$ cat src/rtl/jk_reg_bank.sv
// jk_reg_bank
//   A bank of WIDTH JK flip-flops that share one rising-edge clock. Each bit
//   has its own active-low synchronous preset and clear. A clock enable and a
//   2-bit mode select choose how the whole bank updates: per-bit JK, toggle
//   under a mask, modulo up/down counter, or parallel load.
//
// Ports
//   clk_i       clock; all state changes on the rising edge
//   rst_i       synchronous active-high reset; overrides every other input
//   en_i        enable for the mode operation (preset/clear ignore it)
//   mode_i      00 JK, 01 toggle, 10 count, 11 load
//   dir_i       count direction, 1 = up, 0 = down (count mode only)
//   j_i         J inputs / toggle mask / load data
//   k_i         K inputs (JK mode only)
//   preset_n_i  per-bit synchronous preset, active-low
//   clear_n_i   per-bit synchronous clear, active-low
//   q_o         register state
//   qn_o        combinational complement of q_o
//   tc_o        one-cycle pulse after an edge where the counter wrapped
//   invalid_o   sticky flag: some bit saw preset and clear asserted together
module jk_reg_bank #(
  parameter int unsigned          WIDTH   = 8,
  parameter logic [WIDTH-1:0]     RST_VAL = '0,
  parameter logic [WIDTH-1:0]     CNT_MAX = '1
) (
  input  logic             clk_i,
  input  logic             rst_i,
  input  logic             en_i,
  input  logic [1:0]       mode_i,
  input  logic             dir_i,
  input  logic [WIDTH-1:0] j_i,
  input  logic [WIDTH-1:0] k_i,
  input  logic [WIDTH-1:0] preset_n_i,
  input  logic [WIDTH-1:0] clear_n_i,
  output logic [WIDTH-1:0] q_o,
  output logic [WIDTH-1:0] qn_o,
  output logic             tc_o,
  output logic             invalid_o
);

  typedef enum logic [1:0] {
    MODE_JK     = 2'b00,
    MODE_TOGGLE = 2'b01,
    MODE_COUNT  = 2'b10,
    MODE_LOAD   = 2'b11
  } mode_e;

  logic [WIDTH-1:0] q_q, q_d;
  logic             tc_q, tc_d;
  logic             invalid_q, invalid_d;

  logic [WIDTH-1:0] mode_res;
  logic             wrap;
  mode_e            mode;

  assign mode = mode_e'(mode_i);

  // Full-width result of the selected mode, before the per-bit overrides.
  // The wrap flag is based on this value, so tc_o still pulses when an
  // override changes the bits that are actually stored.
  always_comb begin
    mode_res = q_q;
    wrap     = 1'b0;
    if (en_i) begin
      case (mode)
        // JK characteristic equation: q+ = j & ~q | ~k & q
        MODE_JK:     mode_res = (j_i & ~q_q) | (~k_i & q_q);
        MODE_TOGGLE: mode_res = q_q ^ j_i;
        MODE_COUNT: begin
          // Values above CNT_MAX are treated as out of range. Up wraps
          // them to 0 and down wraps them to CNT_MAX.
          if (dir_i) begin
            if (q_q >= CNT_MAX) begin
              mode_res = '0;
              wrap     = 1'b1;
            end else begin
              mode_res = q_q + WIDTH'(1);
            end
          end else begin
            if (q_q == '0 || q_q > CNT_MAX) begin
              mode_res = CNT_MAX;
              wrap     = 1'b1;
            end else begin
              mode_res = q_q - WIDTH'(1);
            end
          end
        end
        MODE_LOAD:   mode_res = j_i;
        default:     mode_res = q_q;
      endcase
    end
  end

  // Preset wins over clear when both are low. That same combination also
  // sets the sticky invalid flag.
  always_comb begin
    q_d       = ~preset_n_i | (clear_n_i & mode_res);
    tc_d      = wrap;
    invalid_d = invalid_q | (|(~preset_n_i & ~clear_n_i));
  end

  always_ff @(posedge clk_i) begin
    if (rst_i) begin
      q_q       <= RST_VAL;
      tc_q      <= 1'b0;
      invalid_q <= 1'b0;
    end else begin
      q_q       <= q_d;
      tc_q      <= tc_d;
      invalid_q <= invalid_d;
    end
  end

  assign q_o       = q_q;
  assign qn_o      = ~q_q;
  assign tc_o      = tc_q;
  assign invalid_o = invalid_q;

endmodule

$ cat config.mk
export PLATFORM = sky130hd
export DESIGN_NAME = jk_reg_bank
export DESIGN_NICKNAME = d
export VERILOG_FILES = /design/src/rtl/jk_reg_bank.sv
export SDC_FILE = /design/constraint.sdc
export NUM_CORES = 1
export LEC_CHECK = 0
export ABC_AREA = 1
export CAP_MARGIN = 15
export CORE_MARGIN = 2
export CORE_UTILIZATION = 42
export DETAILED_ROUTE_END_ITERATION = 6
export GPL_TIMING_DRIVEN = 0
export PLACE_DENSITY_LB_ADDON = 0.05
export SYNTH_ARGS = -nofsm -noshare
export SYNTH_HDL_FRONTEND = slang
export SYNTH_SLANG_ARGS = --single-unit
$ cat constraint.sdc
create_clock -name clk_i -period 2 [get_ports clk_i]
set_input_delay 0.3 -clock clk_i [delete_from_list [all_inputs] [get_ports clk_i]]
set_output_delay 0.3 -clock clk_i [all_outputs]
set_load 0.02 [all_outputs]
==> reports/metrics.yaml, run 1 <==
logic_synthesis:
  ys.warnings.count: 0
  seq_area_frac_synth: 0.156
  yosysTopAreaCell: "nand2_1"
  ys_async_sr_fraction: 0
  synth_top_family_by_area: "simple AND/OR/NAND/NOR gates"
  syn-num-nets: 260
  syn_area_mm2: 0.00128
  ys_ff_latch: 10
  synth.most_common_cell: "nand2_1"
  synth-compound-area-share: 0.252
  synth_fa_ha_area_frac: 0.0293
  synth.avg_cell_area_um2: 5.84
  synth_top_area_frac: 0.176
  ys_top_cells_by_area: "nand2_1 (18%), dfxtp_1 (16%), a21oi_1 (6.6%)"
  synth_mux_area_frac: 0
  synth_cells: 219
  synthXorXnorAreaFrac: 0.0274
  synthSimpleGateAreaFrac: 0.426
  ys_types: 35
  synth_edf_count: 0
  synthFlopType: "dfxtp_1"
  synth_common_cells: "nand2_1 (60), nor2_1 (21), a21oi_1 (17), inv_1 (16), nand3_1 (16)"
clock_tree:
  path_clk_slew_ns: 0.07
  postCtsSetupBuffers: 0
  clock_path_buffers: 2
  cts_tree: "built"
  cts_made_buffers: 3
  clock_latency_ns: 0.27
  root_buffer: "clkbuf_4"
  clock-sinks: 10
  htree_levels: 1
route:
  wirelength_mm: 3.79
  vias_per_cell: 5.18
  drc_errors: 0
  vias: 1594
  detail-route-antenna-nets: 0
  post_drt_wl_per_cell_um: 12.3
  dr.pass1.iters: 4
  initialDrtViolationCount: 146
setup_path:
  rr_endpoint: "q_o[1]"
  cp_slowest_cell: "clkdlybuf4s50_1"
  cpPeakStageDelay_ns: 0.63
  crit_chain: "buf_4, inv_1, clkdlybuf4s50_1"
  arrival_ns: 1.53
  crit_path_end_kind: "output pin"
  regToRegStartpoint: "q_o[0]"
  rrSetupSlack_ns: 0.25
  cp.required_ns: 1.70
  cp-start-kind: "flop"
  worstPathMaxFanout: 10
  rr_worst_depth: 9
  crit_type: "flop to output pin"
min_path:
  min_from: "rst_i"
  hold_end: "q_o[7]"
  hold_depth: 2
  hp-class: "primary input to flop"
layout:
  antennaDiodeCount: 0
  fillers: 310
  final_cell_area_mm2: 0.00188
  drive_gt1_frac: 0.131
  fin_nets: 317
  area_growth_pct: 46.9
global_route:
  grt_max_degree: 11
  grt_pass1_vias: 1386
  overflow: 0
  gr-usage-met3: 0.0393
  grt.total_usage: 0.231
  met1_usage: 0.299
  use_met2: 0.413
  grt_pass1_wl_mm: 6.20
  grt-busiest-layer: "met2"
  grt_antenna_before_repair: 0
power:
  power.density_mw_per_mm2: 439
  switchingPower_w: 0.000310
  switching_share: 0.375
  p_int_w: 0.000516
  combPwrFrac: 0.490
  clkPwrFrac: 0.230
  seq_power_share: 0.280
  ir_worst_vdd_mv: 0.323
  p_leak_nw: 0.829
sta:
  timing.hold.ws_ns: 0.344
  min_period_ns: 1.83
  final-hold-violation-count: 0
  worst_pin_slew_ns: 0.401
  relSlewSlack: 0.733
  slew_viol_final: 0
  fmax_ghz: 0.546
  period_share: 0.915
  rsz0062_at_grt: "no"
  setup_viol: 0
  setup_tns_ns: 0
  fin_skew_ns: 0.00331
run_status:
  status: "completed"
die:
  die_w_um: 59.2
  initial_core_util: 0.430
  core-area_mm2: 0.00298
  die-area_mm2: 0.00351
  fp.dieH_um: 59.2
  ios: 56
  num_rows: 20
flow_run:
  drv_cap: 0
place:
  portBuffers: 52
  gp_congestion: 0.864
  placed_area_mm2: 0.00184
  hpwl_mm: 3.06
[cells in the final DEF, fill, tap and decap left out, types with 3 or more instances in the layout]
master / Yosys / routed
o21ai_0: 12 / 12
nand2_1: 60 / 60
dfxtp_1: 10 / 8
ha_1: 3 / 3
o21a_1: 6 / 6
nor3_1: 3 / 3
a211o_1: 3 / 3
clkbuf_4: 0 / 3
inv_2: 4 / 4
nor2_1: 21 / 21
xor2_1: 3 / 3
inv_1: 16 / 16
a21oi_2: 3 / 3
or2_2: 3 / 3
buf_4: 4 / 4
nand4_1: 3 / 3
nand3_1: 16 / 16
buf_2: 3 / 3
clkdlybuf4s50_1: 0 / 52
nor2_2: 6 / 6
a21oi_1: 17 / 17
o21ai_1: 4 / 4
[registers in the layout, summed over array words and instances (netlist names)]
| register | count |
|---|---|
| tc_o | 1 |
| q_o | 8 |
| invalid_o | 1 |
[area by class of cell]
type | instances | area (um^2) | share of cell area
multi-input combinational | 179 | 941 | 0.500
sequential | 10 | 203 | 0.108
clock buffer | 4 | 36.3 | 0.0193
timing repair buffer | 52 | 520 | 0.277
tap | 33 | 41.3 | 0.0220
inverter | 21 | 78.8 | 0.0419
buffer | 9 | 60.1 | 0.0319
[cell families (layout without fill, tap and decap cells)]
group | after synthesis | in the layout
buf+inv | 30 | 86
simple gates | 119 | 119
flops | 10 | 10
fa+ha+maj | 3 | 3
xor+xnor | 4 | 4
compound gates | 53 | 53
[how the worst max path moves through the flow]
stage                     startpoint       to  slack [ns]  depth (start not counted)
after floorplan               q_o[1]   q_o[1]        0.07                          9
after global placement     mode_i[1]   q_o[7]      -0.001                         10
after detailed placement   mode_i[1]   q_o[7]       -0.02                         10
after CTS                     q_o[0]   q_o[1]        0.11                          9
after global routing          q_o[0]   q_o[5]        0.07                         12
final                         q_o[5]  qn_o[5]        0.17                          3
[layer usage]
| layer | up-vias | wire length [um] |
|---|---|---|
| li1 | 838 | - |
| met1 | 701 | 1650 |
| met2 | 55 | 1950 |
| met3 | 0 | 195 |
| met4 | 0 | 0 |
| met5 | - | 0 |
[stage by stage]
stage | power, W | util | std cells | worst slack (ns)
final | 0.000826 | 0.632 | 308 | 0.170
after global placement | 0.000636 | 0.618 | 304 | -0.000958
after detailed placement | 0.000638 | 0.618 | 304 | -0.0179
after CTS | 0.000827 | 0.631 | 308 | 0.109
after floorplan | 0.000465 | - | 219 | 0.0695
after global routing | 0.000881 | 0.632 | 308 | 0.0717
[repair_timing]
item / 4_1_cts / 5_1_grt
resized for setup: 0 / 2
endpoints found under the setup margin: 0 / 6
hold buffers: 0 / 0
[power groups by stage]
| stage | combinational [W] | clock (W) | sequential, W |
|---|---|---|---|
| after global placement | 0.000400 | 0 | 0.000236 |
| final | 0.000404 | 0.000190 | 0.000232 |
| after global routing | 0.000448 | 0.000199 | 0.000234 |
| after detailed placement | 0.000403 | 0 | 0.000236 |
| after floorplan | 0.000218 | 0 | 0.000247 |
| after CTS | 0.000404 | 0.000192 | 0.000231 |
[critical path: cells and delay by family (launching register included)]
family	cells	cell delay [ns]
buffers and inverters	3	0.95
flip-flops	1	0.31
No activity file was read; power rests on OpenSTA's default activity.
==> run 2, diff against run 1 <==
- ABC_CLOCK_PERIOD_IN_PS: unset -> 2000
- CAP_MARGIN: 15 -> unset
- CTS_CLUSTER_SIZE: unset -> 20
==> results of run 2 <==
Same layout as run 1: the final DEF is identical, and so are final timing and power.
